## src/rtl/npc_mem_pkg.sv

```systemverilog
// ============================================================================
// Module   : npc_mem_pkg
// Purpose  : Shared types, width-op encodings and alignment check for mem_arbiter.
// Revision : 1.0 - initial release
// ============================================================================
`default_nettype none

package npc_mem_pkg;

   typedef enum logic [1:0] {
      IDLE  = 2'd0,
      ISSUE = 2'd1,
      WAIT  = 2'd2,
      RESP  = 2'd3
   } arb_state_t;

   typedef enum logic {
      GNT_IFU = 1'b0,
      GNT_LSU = 1'b1
   } grant_t;

   localparam logic [1:0] c_WDT8  = 2'd0;
   localparam logic [1:0] c_WDT16 = 2'd1;
   localparam logic [1:0] c_WDT32 = 2'd2;
   localparam logic [1:0] c_WDT64 = 2'd3;

   function automatic logic f_misaligned(input logic [2:0] i_addr_lo, input logic [1:0] i_wdt);
      logic r_bad;
      r_bad = 1'b0;
      case (i_wdt)
         c_WDT16: r_bad = i_addr_lo[0];
         c_WDT32: r_bad = |i_addr_lo[1:0];
         c_WDT64: r_bad = |i_addr_lo[2:0];
         default: r_bad = 1'b0;
      endcase
      return r_bad;
   endfunction

endpackage

`default_nettype wire

```

## src/rtl/mem_arbiter_rr_arb2.sv

```systemverilog
// ============================================================================
// Module   : rr_arb2
// Purpose  : Two-way round-robin grant; on conflict the side that did not win last time wins.
// Revision : 1.0 - initial release
// ============================================================================
`default_nettype none

module rr_arb2
   import npc_mem_pkg::*;
(
   input  logic [1:0] i_req,
   input  grant_t     i_last,
   output logic [1:0] o_gnt
);

   // bit 0 = IFU, bit 1 = LSU
   always_comb begin
      o_gnt = i_req;
      if (&i_req) begin
         o_gnt = (i_last == GNT_IFU) ? 2'b10 : 2'b01;
      end
   end

endmodule

`default_nettype wire

```

## src/rtl/mem_arbiter.sv

```systemverilog
// ============================================================================
// Module   : mem_arbiter
// Purpose  : Shares one data-memory port between IFU (read-only) and LSU (read/write).
// Revision : 1.0 - initial release
// ============================================================================
`default_nettype none

module mem_arbiter
   import npc_mem_pkg::*;
#(
   parameter int ADDR_W = 64,
   parameter int DATA_W = 64,
   parameter int WDT_W  = 2,
   parameter int LAT    = 1
) (
   input  logic              clk,
   input  logic              rst_n,
   input  logic              ifu_req_valid,
   output logic              ifu_req_ready,
   input  logic [ADDR_W-1:0] ifu_addr,
   output logic              ifu_resp_valid,
   output logic [DATA_W-1:0] ifu_rdata,
   input  logic              lsu_req_valid,
   output logic              lsu_req_ready,
   input  logic              lsu_wen,
   input  logic [ADDR_W-1:0] lsu_addr,
   input  logic [DATA_W-1:0] lsu_wdata,
   input  logic [WDT_W-1:0]  lsu_wdt,
   output logic              lsu_resp_valid,
   output logic [DATA_W-1:0] lsu_rdata,
   output logic              mem_ren,
   output logic              mem_wen,
   output logic [ADDR_W-1:0] mem_addr,
   output logic [DATA_W-1:0] mem_wdata,
   output logic [WDT_W-1:0]  mem_wdt,
   input  logic [DATA_W-1:0] mem_rdata,
   output logic              misalign
);

   localparam int               CNT_W       = $clog2(LAT + 1);
   localparam logic [CNT_W-1:0] c_WAIT_INIT = CNT_W'(LAT - 1);
   localparam logic [CNT_W-1:0] c_CNT_ONE   = CNT_W'(1);

   arb_state_t        r_state;
   arb_state_t        w_next;
   grant_t            r_last;
   grant_t            r_owner;
   logic              r_wen;
   logic [ADDR_W-1:0] r_addr;
   logic [DATA_W-1:0] r_wdata;
   logic [WDT_W-1:0]  r_wdt;
   logic [CNT_W-1:0]  r_cnt;
   logic [1:0]        w_gnt;
   logic              w_hs_ifu;
   logic              w_hs_lsu;

   rr_arb2 u_rr_arb2 (
      .i_req  ({lsu_req_valid, ifu_req_valid}),
      .i_last (r_last),
      .o_gnt  (w_gnt)
   );

   assign w_hs_ifu = ifu_req_valid & ifu_req_ready;
   assign w_hs_lsu = lsu_req_valid & lsu_req_ready;

   // State register
   always_ff @(posedge clk) begin
      if (!rst_n) begin
         r_state <= IDLE;
      end else begin
         r_state <= w_next;
      end
   end

   // Request latch, last-grant and latency counter
   always_ff @(posedge clk) begin
      if (!rst_n) begin
         r_last  <= GNT_IFU;
         r_owner <= GNT_IFU;
         r_wen   <= 1'b0;
         r_addr  <= '0;
         r_wdata <= '0;
         r_wdt   <= '0;
         r_cnt   <= '0;
      end else begin
         if (w_hs_lsu) begin
            r_last  <= GNT_LSU;
            r_owner <= GNT_LSU;
            r_wen   <= lsu_wen;
            r_addr  <= lsu_addr;
            r_wdata <= lsu_wdata;
            r_wdt   <= lsu_wdt;
         end else if (w_hs_ifu) begin
            r_last  <= GNT_IFU;
            r_owner <= GNT_IFU;
            r_wen   <= 1'b0;
            r_addr  <= ifu_addr;
            r_wdata <= '0;
            r_wdt   <= WDT_W'(c_WDT32);
         end
         if (r_state == ISSUE) begin
            r_cnt <= c_WAIT_INIT;
         end else if (r_state == WAIT) begin
            r_cnt <= r_cnt - c_CNT_ONE;
         end
      end
   end

   // Next-state logic
   always_comb begin
      w_next = r_state;
      case (r_state)
         IDLE:    if (w_hs_ifu || w_hs_lsu) w_next = ISSUE;
         ISSUE:   w_next = (LAT == 1) ? RESP : WAIT;
         WAIT:    if (r_cnt == c_CNT_ONE) w_next = RESP;
         RESP:    w_next = IDLE;
         default: w_next = IDLE;
      endcase
   end

   // Outputs: memory strobes only in ISSUE, response only in RESP
   always_comb begin
      ifu_req_ready  = 1'b0;
      lsu_req_ready  = 1'b0;
      ifu_resp_valid = 1'b0;
      lsu_resp_valid = 1'b0;
      ifu_rdata      = '0;
      lsu_rdata      = '0;
      mem_ren        = 1'b0;
      mem_wen        = 1'b0;
      mem_addr       = '0;
      mem_wdata      = '0;
      mem_wdt        = '0;
      misalign       = 1'b0;
      case (r_state)
         IDLE: begin
            ifu_req_ready = w_gnt[0];
            lsu_req_ready = w_gnt[1];
         end
         ISSUE: begin
            mem_ren   = ~r_wen;
            mem_wen   = r_wen;
            mem_addr  = r_addr;
            mem_wdata = r_wdata;
            mem_wdt   = r_wdt;
            misalign  = f_misaligned(r_addr[2:0], r_wdt[1:0]);
         end
         RESP: begin
            if (r_owner == GNT_LSU) begin
               lsu_resp_valid = 1'b1;
               lsu_rdata      = r_wen ? '0 : mem_rdata;
            end else begin
               ifu_resp_valid = 1'b1;
               ifu_rdata      = mem_rdata;
            end
         end
         default: ;
      endcase
   end

endmodule

`default_nettype wire

```

## config.mk

```make
export PLATFORM = sky130hd
export DESIGN_NAME = mem_arbiter
export DESIGN_NICKNAME = d
export VERILOG_FILES = /design/src/rtl/npc_mem_pkg.sv /design/src/rtl/mem_arbiter_rr_arb2.sv /design/src/rtl/mem_arbiter.sv
export SDC_FILE = /design/constraint.sdc
export NUM_CORES = 1
export LEC_CHECK = 0
export BUFFER_PORTS_ARGS = -buffer_cell sky130_fd_sc_hd__buf_4
export CAP_MARGIN = 20
export CELL_PAD_IN_SITES_DETAIL_PLACEMENT = 1
export CELL_PAD_IN_SITES_GLOBAL_PLACEMENT = 2
export CORE_AREA = 2 2 205 207
export CTS_BUF_LIST = sky130_fd_sc_hd__clkbuf_8
export DETAILED_ROUTE_END_ITERATION = 12
export DIE_AREA = 0 0 207 209
export PLACE_DENSITY_LB_ADDON = 0.1
export SLEW_MARGIN = 20
export SYNTH_ARGS = -nofsm -noshare
export SYNTH_HDL_FRONTEND = slang
export SYNTH_SLANG_ARGS = --single-unit
```

## constraint.sdc

```tcl
create_clock -name clk -period 1.5 [get_ports clk]
set_input_delay 0.3 -clock clk [delete_from_list [all_inputs] [get_ports clk]]
set_output_delay 0.3 -clock clk [all_outputs]
set_load 0.05 [all_outputs]
```

==> Word-level counts from Yosys, hierarchy flattened <==
Cells that the tools add are included.
{ "totals": {"register_bits": 135, "inputBits": 263, "out_inout_bits": 265, "wordCells": 60} }
{ "classes": {"add_sub_neg": 1, "n_eq_ne": 8, "mux": 32, "n_bitwise": 4, "n_reduce_logical": 8} }
{ "op_table": {"columns": ["op", "count"], "rows": [
  ["2-to-1 mux 64 bit", 11],
  ["2-to-1 mux 2 bit", 7],
  ["2-to-1 mux 1 bit", 12],
  ["equality test 2 bit (second input constant)", 4],
  ["case mux 2 bit (4 select lines)", 1],
  ["equality test 2 x 1 -> 1 bit (second input constant)", 2],
  ["!= test 2 bit (second input constant)", 2],
  ["AND reduction 2 bit", 2],
  ["OR reduction 2 bit", 2],
  ["case mux 1 bit (3 select lines)", 1],
  ["OR reduction 3 bit", 1],
  ["bitwise AND 1 bit", 2],
  ["logical NOT 2 bit", 1],
  ["NOT 1 bit", 2],
  ["nonzero test 2 bit", 1],
  ["logical OR 1 bit", 1],
  ["subtractor 1 bit (second input constant)", 1]
]} }

==> Depth between registers and ports, before layout <==
Gate-level depths: netlist (run 1).
{ "depth": {"depth_word": 7, "ltp_mapped": 9, "ltp_nobuf": 6} }

==> Modules after synthesis <==
A second synthesis (run 1) with hierarchy kept.
{ "unflattened": {"hier_cells": 989, "area_unflattened_um2": 7382.1} }
{ "modules_own_cells": {"columns": ["module", "n_inst", "cells_each", "area_each_um2", "seq_area_each_um2"], "rows": [
  ["mem_arbiter", 1, 986, 7363.3, 2702.6],
  ["rr_arb2", 1, 3, 18.8, 0.0]
]} }

==> Least setup slack after synthesis (run 1) <==
OpenSTA, ideal clock, no wires.
{ "synth_path": {"path_type": "register to output", "from": "register r_state[1]", "to": "output misalign", "arrival_ns": 2.068, "t_required_ns": 1.200, "setup_slack_ns": -0.868, "path_stages_with_launch": 5, "path_buffers": 1, "path_cell_list": "dfxtp_1 > inv_1 > ha_1 > clkbuf_1 > a21boi_0"} }
{ "synth_via": {"elab_chain_len": 2} }
{ "synth_lines": {"columns": ["element", "line_no", "source"], "rows": [
  ["start: declaration", "mem_arbiter.sv:44", "arb_state_t r_state;"],
  ["start signal: assignment", "mem_arbiter.sv:71", "r_state <= w_next;"],
  ["equality test 2 x 1 -> 1 bit", "mem_arbiter.sv:135", "case (r_state)"],
  ["2-to-1 mux 1 bit", "mem_arbiter.sv:135", null],
  ["end: declaration", "mem_arbiter.sv:37", "output logic misalign"]
]} }
No other way between the ends.

==> Final worst setup path (run 1) <==
{ "layout_path": {"from": "register r_state[1]", "to": "output mem_addr[3]"} }
{ "layout_via": {"elab_chain_len": 2} }
{ "layout_lines": {"columns": ["element", "line_no", "source"], "rows": [
  ["equality test 2 x 1 -> 1 bit", "mem_arbiter.sv:135", null],
  ["2-to-1 mux 64 bit", "mem_arbiter.sv:135", null],
  ["end: declaration", "mem_arbiter.sv:33", "output logic [ADDR_W-1:0] mem_addr,"]
]} }
No other way between the ends.

==> impl_summary.txt, run 1 <==
----------------------------------------------------
[Power]
  Power after layout ... 27.6 mW
  Peak supply drop ... 827 µV
  Leak Pwr ... 8.06 nW
  Power per standard cell area ... 1430 mW/mm²

[Logic synthesis]
  Number of different library cells in the post-synthesis netlist ... 28
  Combined area of all synthesized cells ... 0.00766 mm²
  Portion of the post-synthesis area used by sequential elements ... 35.3%
  Post-synthesis net count ... 1195
  Number of synthesis warnings ... 0
  Mux share of post-synthesis cell area ... 0.261%
  Area share of xor/xnor cells in the synthesized design ... 0.114%
  Combinational family with the most area after synthesis ... simple AND/OR/NAND/NOR gates
  Simple-gate portion of the synthesized area ... 27.7%
  Flip-flop and latch count after synthesis ... 135
  Mean Syn Cell Area ... 8.26 µm²
  Compound-Gate Fraction of Synth Area ... 26.1%
  Post-synthesis share of cell area spent on full adders, half adders and majority gates ... 0.817%
  Gate Count Post-Synth ... 927

[Hold path]
  Worst min-delay path class ... primary input to register

[Global route]
  Combined global-route utilization of all metal layers ... 19.4%
  Met3 capacity usage during global routing ... 5.44%
  Met1 usage in global routing ... 22.2%
  Global-route met2 utilization ... 34.0%
  Most crowded layer after global routing ... met2
  Initial antenna violation count ... 4
  GRT overflow ... 0
  Largest net degree at the start of global routing ... 65
  First-pass GRT wire length ... 62900 µm
  Number of global-route vias before repair ... 9256

[Placement]
  Final RePlAce weighted congestion ... 0.842
  Final HPWL from detailed placement ... 33200 µm
  DP Area ... 0.0134 mm²
  Buffers on Ports ... 527
  Cell count after placement ... 1967

[Clock tree]
  Clock tree root driver cell ... sky130_fd_sc_hd__clkbuf_8
  Number of buffers on the longest clock path ... 2
  Clock-pin slew of the registers on the worst-case setup and hold paths ... 100 ps
  Clk sinks ... 135
  CTS tree ... yes
  Insertion delay of the later-clocked pin in the worst-skew pair ... 500 ps
  Number of H-tree levels ... 4
  Number of clock buffers inserted by TritonCTS ... 17

[Detailed routing]
  Wirelength, routed ... 51500 µm
  Number of design rule violations left after detail routing ... 0
  Detailed-route wire length per cell ... 24.5 µm
  Pre-Repair DR Iteration Count ... 6
  Detailed Route Iter0 Violations ... 265
  Via count ... 9683
  Final antenna-violating net count ... 0
  Avg Vias per Cell ... 4.60

[Die]
  Die Span X ... 207 µm
  Starting utilization of the core area ... 18.6%
  Standard cell core area ... 0.0413 mm²
  Die area ... 0.0433 mm²
  Num ports ... 528
  Die Ht ... 209 µm
  Number of core rows ... 75

[Outcome]
  Outcome ... finished with violations
  Violations in the final reports ... negative setup slack

[STA]
  Setup violators final ... 400
  Count of endpoints failing hold in the final timing report ... 0
  RSZ-0062 raised after global routing ... true
  Final period utilization ... 149%
  Upper clock frequency limit ... 0.446 GHz
  Max-slew violation count ... 0
  Setup Skew ... 18.8 ps
  Worst max-slew margin expressed relative to the limit ... 58.6%
  Slack of the critical path ... -740 ps
  Final critical delay including setup and external delays ... 2240 ps
  Worst slew pin tran ... 622 ps

[Run]
  Count of maximum capacitance violations ... 0

[Final layout]
  Top library cells by usage in the layout, fill and taps aside ... 318 x sky130_fd_sc_hd__buf_4, 227 x sky130_fd_sc_hd__and2_4, 223 x sky130_fd_sc_hd__buf_8
  Most common cell after layout, fill and taps aside ... sky130_fd_sc_hd__buf_4
  Final Instance Count excl. Fillers ... 2106
  Number of nets in the layout ... 1818
  Total non-filler cell area in the finished layout ... 0.0193 mm²
  Fraction of layout instances using a drive strength above 1 ... 75.2%
  Layout overhead on the synthesized area ... 152%

[Setup path]
  Crit Path Max Fanout ... 7
  Required time of the worst setup path ... 1200 ps
  Kind of critical path ... register to output pin
  Type of element launching the critical path ... register
  Type of element capturing the critical path ... output pin
  Arrival time at the worst endpoint ... 1940 ps

----------------------------------------------------
## cell type report
class,instances,area (µm²)
Fill cell,4384,22000
Timing Repair Buffer,710,8770
Multi-Input combinational cell,617,6480
Sequential cell,135,2710
Tap cell,539,674
Inverter,69,279
Clock buffer,19,262
Clock inverter,13,143
Antenna cell,4,10.0
## through the flow
stage / setup slack (ps) / util [%] / hold WS, ps / setup TNS (ps)
floorplan: -236 / - / 433 / -16410
global placement: -231 / 32.5 / 482 / -47160
detailed placement: -303 / 32.5 / 487 / -54400
CTS: -785 / 35.1 / 0.679 / -201410
global route: -836 / 46.8 / 15.3 / -236650
finish: -740 / 46.8 / 35.3 / -204870
## critical path, cell delays in order, from the launching register on
cell and delay, ps:
sky130_fd_sc_hd__dfxtp_4 370, sky130_fd_sc_hd__inv_2 110, sky130_fd_sc_hd__ha_4 230, sky130_fd_sc_hd__buf_12 160, sky130_fd_sc_hd__clkbuf_16 160, sky130_fd_sc_hd__buf_8 130
sky130_fd_sc_hd__and2_4 160, sky130_fd_sc_hd__buf_12 130
## timing repair
action / in CTS / in global routing
hold buffers: 2 / 0
pin swaps: 1 / 113
setup buffers: 6 / 42
cloned: 0 / 56
setup endpoints to repair: 396 / 399
hold endpoints to repair: 2 / 0
gates resized for setup: 158 / 806
## power breakdown
group | switching [mW] | internal, mW | leakage (nW)
Sequential | 0.556 | 4.44 | 1.11
Clock | 1.75 | 1.59 | 0.209
Combinational | 9.72 | 9.52 | 6.74
Total | 12.0 | 15.5 | 8.06
## layer usage
metal | up-vias | share of wire, % | wire (µm)
met5 | - | 0 | 0
met4 | 0 | 3.1 | 1580
met3 | 65 | 5.0 | 2590
met2 | 328 | 53 | 27400
met1 | 4774 | 39 | 19900
li1 | 4516 | - | -
## cell families (layout without fill, tap and decap cells)
family / after synthesis / after routing
AND/OR/NAND/NOR: 342 / 342
AO/OA/AOI/OAI: 267 / 267
buffers and inverters: 175 / 811
flip-flops: 135 / 135
adder cells (fa/ha/maj): 5 / 5
multiplexers: 2 / 2
XOR/XNOR: 1 / 1
other: 0 / 4
## state kept, by name (all words and copies together), names as in the netlist
name / cells
r_addr: 64
r_cnt: 1
r_owner: 1
r_state: 2
r_wdata: 64
r_wdt: 2
r_wen: 1
## synth_stat cells
cell type                   instances  area [µm²]
sky130_fd_sc_hd__nand2_1            6        22.5
sky130_fd_sc_hd__buf_1              2        7.51
sky130_fd_sc_hd__dfxtp_1          135        2700
sky130_fd_sc_hd__o21ai_1            2        10.0
sky130_fd_sc_hd__inv_2              1        3.75
sky130_fd_sc_hd__nor2_1             1        3.75
sky130_fd_sc_hd__a21o_1             1        7.51
sky130_fd_sc_hd__nand2b_1           1        6.26
sky130_fd_sc_hd__o21ai_0           64         320
sky130_fd_sc_hd__a21boi_0           2        15.0
sky130_fd_sc_hd__o221a_2            1        11.3
sky130_fd_sc_hd__clkbuf_1          81         304
sky130_fd_sc_hd__and2_1           261        1630
sky130_fd_sc_hd__nor3b_1            1        7.51
sky130_fd_sc_hd__o21a_1             1        7.51
sky130_fd_sc_hd__a2111oi_0         64         561
sky130_fd_sc_hd__mux2i_1            2        20.0
sky130_fd_sc_hd__ha_1               5        62.6
sky130_fd_sc_hd__buf_2             14        70.1
sky130_fd_sc_hd__buf_6              9         101
sky130_fd_sc_hd__a21oi_1            2        10.0
sky130_fd_sc_hd__a32oi_1           66         578
sky130_fd_sc_hd__clkinv_1           1        3.75
sky130_fd_sc_hd__a211oi_1          64         480
sky130_fd_sc_hd__nor2b_1           70         438
sky130_fd_sc_hd__xnor2_1            1        8.76
sky130_fd_sc_hd__inv_1             67         251
sky130_fd_sc_hd__nand2_2            2        12.5
## path summary, 6_finish.rpt
| path | startpoint | end | slack, ps | cells after the start |
|---|---|---|---|---|
| max | r_state[1] | mem_addr[3] | -740 | 7 |
| max reg2reg | r_state[0] | r_addr[46] | -430 | 12 |
| min | lsu_addr[56] | r_addr[56] | 40 | 3 |
| min reg2reg | r_wdata[28] | r_wdata[28] | 510 | 2 |
Power figures use the tool's default switching activity.
==> inputs of run 2 (changes only) <==
--- a/config.mk
+++ b/config.mk
@@ -13,7 +13,7 @@
 export CTS_BUF_LIST = sky130_fd_sc_hd__clkbuf_8
 export DETAILED_ROUTE_END_ITERATION = 12
 export DIE_AREA = 0 0 207 209
-export PLACE_DENSITY_LB_ADDON = 0.1
+export PLACE_DENSITY = 0.74
 export SLEW_MARGIN = 20
 export SYNTH_ARGS = -nofsm -noshare
 export SYNTH_HDL_FRONTEND = slang
==> impl_summary.txt, run 2 (synthesis gave the netlist of run 1 again) <==
----------------------------------------------------
[Power]
  Power per standard cell area ... 1310 mW/mm² (-7.8%)
  Power after layout ... 21.5 mW (-22%)
  Peak supply drop ... 565 µV (-32%)
  Leak Pwr ... 7.28 nW (-9.6%)

[STA]
  Setup violators final ... 391 (-2.3%)
  Slack of the critical path ... -714 ps (+26.7 ps)
  Count of endpoints failing hold in the final timing report ... 0 (unchanged)
  Setup Skew ... 14.5 ps (-4.21 ps)
  Max-slew violation count ... 0 (unchanged)
  RSZ-0062 raised after global routing ... true
  Upper clock frequency limit ... 0.452 GHz (+1.2%)
  Final period utilization ... 148% (-1.8 points)
  Worst max-slew margin expressed relative to the limit ... 54.1% (-4.5 points)
  Worst hold slack ... 46.7 ps (+11.4 ps)
  Worst slew pin tran ... 671 ps (+49.4 ps)
  Final critical delay including setup and external delays ... 2210 ps (-26.7 ps)

[Placement]
  Buffers on Ports ... 527 (unchanged)
  DP Area ... 0.0134 mm² (about the same)
  Final RePlAce weighted congestion ... 0.867 (+3.0%)
  Final HPWL from detailed placement ... 32700 µm (-1.4%)

[Global route]
  Largest net degree at the start of global routing ... 50 (-23%)
  Most crowded layer after global routing ... met2
  First-pass GRT wire length ... 63600 µm (+1.1%)
  Global-route met2 utilization ... 36.9% (+2.9 points)
  Met3 capacity usage during global routing ... 6.49% (+1.1 points)
  Met1 usage in global routing ... 20.8% (-1.4 points)
  Combined global-route utilization of all metal layers ... 19.5% (+0.068 points)
  Initial antenna violation count ... 6 (+2)
  GRT overflow ... 0 (unchanged)
  Number of global-route vias before repair ... 9643 (+4.2%)

[Clock tree]
  Insertion delay of the later-clocked pin in the worst-skew pair ... 490 ps (about the same)
  Number of H-tree levels ... 4 (unchanged)
  Clock-pin slew of the registers on the worst-case setup and hold paths ... 90 ps (about the same)
  Clock tree root driver cell ... sky130_fd_sc_hd__clkbuf_8
  Number of buffers on the longest clock path ... 2 (unchanged)
  Number of clock buffers inserted by TritonCTS ... 17 (unchanged)
  Clk sinks ... 135 (unchanged)
  CTS tree ... yes

[Outcome]
  Outcome ... finished with violations
  Violations in the final reports ... negative setup slack

[Die]
  Die Span X ... 207 µm (unchanged)
  Die Ht ... 209 µm (unchanged)
  Number of core rows ... 75 (unchanged)
  Num ports ... 528 (unchanged)
  Standard cell core area ... 0.0413 mm² (unchanged)
  Die area ... 0.0433 mm² (unchanged)
  Starting utilization of the core area ... 18.6% (unchanged)

[Detailed routing]
  Number of design rule violations left after detail routing ... 0 (unchanged)
  Avg Vias per Cell ... 4.59 (-0.22%)
  Wirelength, routed ... 46400 µm (-9.9%)
  Final antenna-violating net count ... 0 (unchanged)
  Detailed Route Iter0 Violations ... 323 (+22%)
  Pre-Repair DR Iteration Count ... 4 (-2)
  Detailed-route wire length per cell ... 22.6 µm (-7.4%)
  Via count ... 9396 (-3.0%)

[Setup path]
  Cells traversed along the worst timing path ... ha_4 > and2_4 > nor2b_4 > buf_12 > clkbuf_16 > and2_4 > buf_8
  Maximum cell stage delay along the critical path ... 370 ps (about the same)
  Required time of the worst setup path ... 1200 ps (about the same)
  Type of element launching the critical path ... register
  Kind of critical path ... register to output pin
  Highest-delay cell along the critical path ... sky130_fd_sc_hd__dfxtp_4
  Gate family responsible for the most delay along the worst path ... simple AND/OR/NAND/NOR gates
  Type of element capturing the critical path ... output pin
  Most used cell, CP ... sky130_fd_sc_hd__and2_4
  Crit path buf inv count ... 3 (-2)
  Arrival time at the worst endpoint ... 1910 ps (-30 ps)
  Crit Path Max Fanout ... 8 (+1)

[Final layout]
  Top Registers ... r_addr (64), r_wdata (64)
  Final cell utilization of the core ... 39.6% (-7.2 points)
  Top library cells by usage in the layout, fill and taps aside ... 345 x sky130_fd_sc_hd__buf_4, 202 x sky130_fd_sc_hd__and2_4, 187 x sky130_fd_sc_hd__buf_8
  Fraction of layout instances using a drive strength above 1 ... 63.4% (-12 points)
  Number of nets in the layout ... 1763 (-3.0%)
  Fill cells ... 4575 (+4.4%)
  Layout overhead on the synthesized area ... 114%
  Total non-filler cell area in the finished layout ... 0.0164 mm² (-15%)
  Most common cell after layout, fill and taps aside ... sky130_fd_sc_hd__buf_4

[Hold path]
  Worst min-delay path class ... primary input to register

[Run]
  Count of maximum capacitance violations ... 0 (unchanged)

----------------------------------------------------
==> run 2: changes by cell type in the layout (fill, tap and decap cells not counted), moves of 27 or more <==
cell,before,now
sky130_fd_sc_hd__a2111oi_0,1,64
sky130_fd_sc_hd__a2111oi_4,46,0
sky130_fd_sc_hd__a211oi_1,34,64
sky130_fd_sc_hd__a211oi_2,30,0
sky130_fd_sc_hd__a32oi_1,28,66
sky130_fd_sc_hd__a32oi_2,38,0
sky130_fd_sc_hd__and2_2,32,59
sky130_fd_sc_hd__buf_4,318,345
sky130_fd_sc_hd__buf_8,223,187
sky130_fd_sc_hd__o21ai_0,15,64
==> run 2: worst min-delay path: cells and delay by family <==
| family | cells | cell delay [ps] |
|---|---|---|
| compound gates | 1 | 50 |
| buf+inv | 2 | 150 |
==> run 2: per-stage QoR <==
stage,cells,setup TNS (ps),worst slack [ps]
final,2048,-194010,-714
after global routing,2047,-237370,-833
after CTS,2021,-215380,-797
after detailed placement,1972,-70480,-434
after global placement,1972,-57760,-415
after floorplan,927,-16410,-236
==> run 2: path summary, 6_finish.rpt <==
| kind | startpoint | endpoint | slack (ps) | depth (start not counted) |
|---|---|---|---|---|
| min | lsu_addr[36] | r_addr[36] | 50 | 3 |
| max reg2reg | r_state[1] | r_addr[19] | -410 | 6 |
| max | r_state[0] | lsu_rdata[36] | -710 | 7 |
| min reg2reg | r_wdata[20] | r_wdata[20] | 510 | 2 |
==> run 2: where the power goes <==
part	leakage (nW)	switching, mW	total (mW)	internal [mW]
Sequential	1.11	0.490	4.93	4.44
Combinational	5.96	7.36	13.5	6.12
Clock	0.213	1.58	3.11	1.53
==> run 2: final cells by class <==
type	instances	area (µm²)	area share, %
sequential	135	2710	16.5
inverter	69	259	1.58
antenna	1	2.50	0.0153
clock buffer	19	262	1.60
clock inverter	13	118	0.719
timing repair buffer	655	7460	45.6
multi-input combinational	617	4880	29.8
tap	539	674	4.12
==> run 2: metal layers <==
layer / vias up / wire (µm)
met5: - / 33
met4: 4 / 671
met3: 42 / 3170
met2: 369 / 25100
met1: 4594 / 17400
li1: 4387 / -
==> run 2: repair_timing <==
action,4_1_cts,5_1_grt
setup buffers,8,8
hold endpoints to repair,4,0
hold buffers,4,0
resized for setup,232,272
endpoints found under the setup margin,390,394
pin swaps,2,20
cloned,5,20
==> inputs of run 3 (changes only) <==
==> constraint.sdc (replaced) <==
create_clock -name clk -period 1.5 [get_ports clk]
set_input_delay 0.3 -clock clk [delete_from_list [all_inputs] [get_ports clk]]
set_output_delay 0.3 -clock clk [all_outputs]
set_load 0.005 [all_outputs]
==> impl_summary.txt, run 3 (synthesis gave the netlist of run 1 again) <==
----------------------------------------------------
[STA]
  Count of endpoints failing hold in the final timing report ... 0 (unchanged)
  Setup violators final ... 400 (+2.3%)
  Worst slew pin tran ... 571 ps (-99.8 ps)
  Setup Skew ... 14.1 ps (-0.428 ps)
  RSZ-0062 raised after global routing ... true
  Max-slew violation count ... 0 (unchanged)
  Slack of the critical path ... -730 ps (-16.4 ps)
  Final period utilization ... 149% (+1.1 points)
  Upper clock frequency limit ... 0.448 GHz (-0.74%)
  Final critical delay including setup and external delays ... 2230 ps (+16.4 ps)
  Worst max-slew margin expressed relative to the limit ... 61.8% (+7.7 points)

[Setup path]
  Launching point of the worst reg2reg path ... r_state[1]
  Type of element launching the critical path ... register
  Crit Path Max Fanout ... 7 (-1)
  Worst r2r path cells ... 11 (+5)
  Arrival time at the worst endpoint ... 1930 ps (+20 ps)
  Required time of the worst setup path ... 1200 ps (about the same)
  Kind of critical path ... register to output pin
  Type of element capturing the critical path ... output pin
  R2R Path End ... r_wdt[1]
  Setup slack on the worst flop-to-flop path ... -450 ps (-40 ps)

[Final layout]
  Number of nets in the layout ... 1804 (+2.3%)
  Final Instance Count excl. Fillers ... 2103 (+2.7%)
  Fraction of layout instances using a drive strength above 1 ... 69.8% (+6.4 points)
  Layout overhead on the synthesized area ... 122%
  Final cell utilization of the core ... 41.2% (+1.6 points)
  Top library cells by usage in the layout, fill and taps aside ... 329 x sky130_fd_sc_hd__buf_4, 273 x sky130_fd_sc_hd__buf_6, 260 x sky130_fd_sc_hd__and2_4
  Top Registers ... r_addr (64), r_wdata (64)
  Most common cell after layout, fill and taps aside ... sky130_fd_sc_hd__buf_4
  Fill cells ... 4579 (+0.087%)

[Detailed routing]
  Avg Vias per Cell ... 4.69 (+2.2%)
  Wirelength, routed ... 52700 µm (+14%)
  Detailed Route Iter0 Violations ... 419 (+30%)
  Pre-Repair DR Iteration Count ... 4 (unchanged)
  Detailed-route wire length per cell ... 25.0 µm (+11%)
  Number of design rule violations left after detail routing ... 0 (unchanged)
  Via count ... 9858 (+4.9%)
  Final antenna-violating net count ... 0 (unchanged)

[Power]
  Power per standard cell area ... 1300 mW/mm² (-0.83%)
  Leak Pwr ... 7.55 nW (+3.6%)
  Peak supply drop ... 879 µV (+56%)

[Clock tree]
  Number of H-tree levels ... 4 (unchanged)
  CTS tree ... yes
  Number of buffers on the longest clock path ... 2 (unchanged)
  Insertion delay of the later-clocked pin in the worst-skew pair ... 490 ps (about the same)
  Number of clock buffers inserted by TritonCTS ... 17 (unchanged)
  Clk sinks ... 135 (unchanged)
  Clock tree root driver cell ... sky130_fd_sc_hd__clkbuf_8
  Clock-pin slew of the registers on the worst-case setup and hold paths ... 100 ps (about the same)

[Global route]
  GRT overflow ... 0 (unchanged)
  Number of global-route vias before repair ... 10257 (+6.4%)
  Initial antenna violation count ... 15 (+9)
  Largest net degree at the start of global routing ... 56 (+12%)
  First-pass GRT wire length ... 68800 µm (+8.1%)
  Combined global-route utilization of all metal layers ... 21.4% (+1.9 points)

[Die]
  Die area ... 0.0433 mm² (unchanged)
  Num ports ... 528 (unchanged)
  Starting utilization of the core area ... 18.6% (unchanged)
  Die Span X ... 207 µm (unchanged)
  Die Ht ... 209 µm (unchanged)
  Number of core rows ... 75 (unchanged)
  Standard cell core area ... 0.0413 mm² (unchanged)

[Placement]
  Final HPWL from detailed placement ... 33800 µm (+3.2%)
  Final RePlAce weighted congestion ... 0.847 (-2.3%)
  Cell count after placement ... 1959 (-0.66%)
  Pre-CTS setup slack ... -298 ps (+136 ps)
  Buffers on Ports ... 527 (unchanged)

[Hold path]
  Worst min-delay path class ... primary input to register
  Number of cells traversed by the worst hold path ... 3 (unchanged)
  End of the worst hold path ... r_addr[14]
  Beginning of the worst hold path ... lsu_addr[14]

[Run]
  Count of maximum capacitance violations ... 0 (unchanged)

[Outcome]
  Outcome ... finished with violations
  Violations in the final reports ... negative setup slack

----------------------------------------------------
run 3: what timing repair did:
item,CTS,global route
cloned,25,23
hold buffers,7,0
endpoints found under the hold margin,7,0
resized for setup,282,446
setup buffers,37,18
pin swaps,46,151
setup endpoints to repair,389,399
run 3: worst max path at each step:
stage / from / slack, ps / endpoint
floorplan: r_state[0] / -20 / lsu_rdata[13]
global placement: r_owner / -200 / r_addr[28]
detailed placement: r_state[0] / -300 / r_wdata[18]
CTS: r_state[0] / -810 / lsu_rdata[58]
global route: r_state[0] / -830 / lsu_rdata[8]
finish: r_state[0] / -730 / mem_wdata[38]
run 3: through the flow:
step                hold slack [ps]  total power [mW]  TNS (ps)  instance area (µm²)
floorplan                       433              8.30      -705                 7920
global placement                480              12.2    -27220                12800
detailed placement              492              12.3    -37210                12800
CTS                           0.967              19.2   -211830                15300
global route                   8.69              23.4   -246630                17000
finish                         46.8              22.2   -212150                17000
run 3: report_power, final:
group / switching [mW] / total [mW] / internal (mW)
combinational: 5.95 / 13.8 / 7.88
clock: 1.75 / 3.33 / 1.58
sequential: 0.598 / 5.04 / 4.44
run 3: per-layer routing:
| metal | global-route usage, % | vias to the layer above | part of all wire (%) |
|---|---|---|---|
| met1 | 22.2 | 4852 | 36 |
| met3 | 5.62 | 74 | 5.8 |
| met2 | 38.5 | 424 | 53 |
| met5 | 0 | - | 0 |
| met4 | 12.9 | 0 | 4.8 |
| li1 | - | 4508 | - |
run 3: area by class of cell:
class | count | area [µm²] | share of cell area (%)
Inverter | 69 | 267 | 1.57
Sequential cell | 135 | 2710 | 15.9
Antenna cell | 15 | 37.5 | 0.220
Tap cell | 539 | 674 | 3.96
Multi-Input combinational cell | 618 | 5430 | 31.9
Clock inverter | 13 | 145 | 0.853
Timing Repair Buffer | 695 | 7500 | 44.1
Clock buffer | 19 | 262 | 1.54
run 3: worst max-delay path, cell delays in order, from the launching register on:
cell	delay, ps
sky130_fd_sc_hd__dfxtp_4	370
sky130_fd_sc_hd__buf_6	120
sky130_fd_sc_hd__buf_6	120
sky130_fd_sc_hd__ha_4	210
sky130_fd_sc_hd__clkbuf_16	190
sky130_fd_sc_hd__buf_16	150
sky130_fd_sc_hd__and2_4	160
sky130_fd_sc_hd__buf_6	110
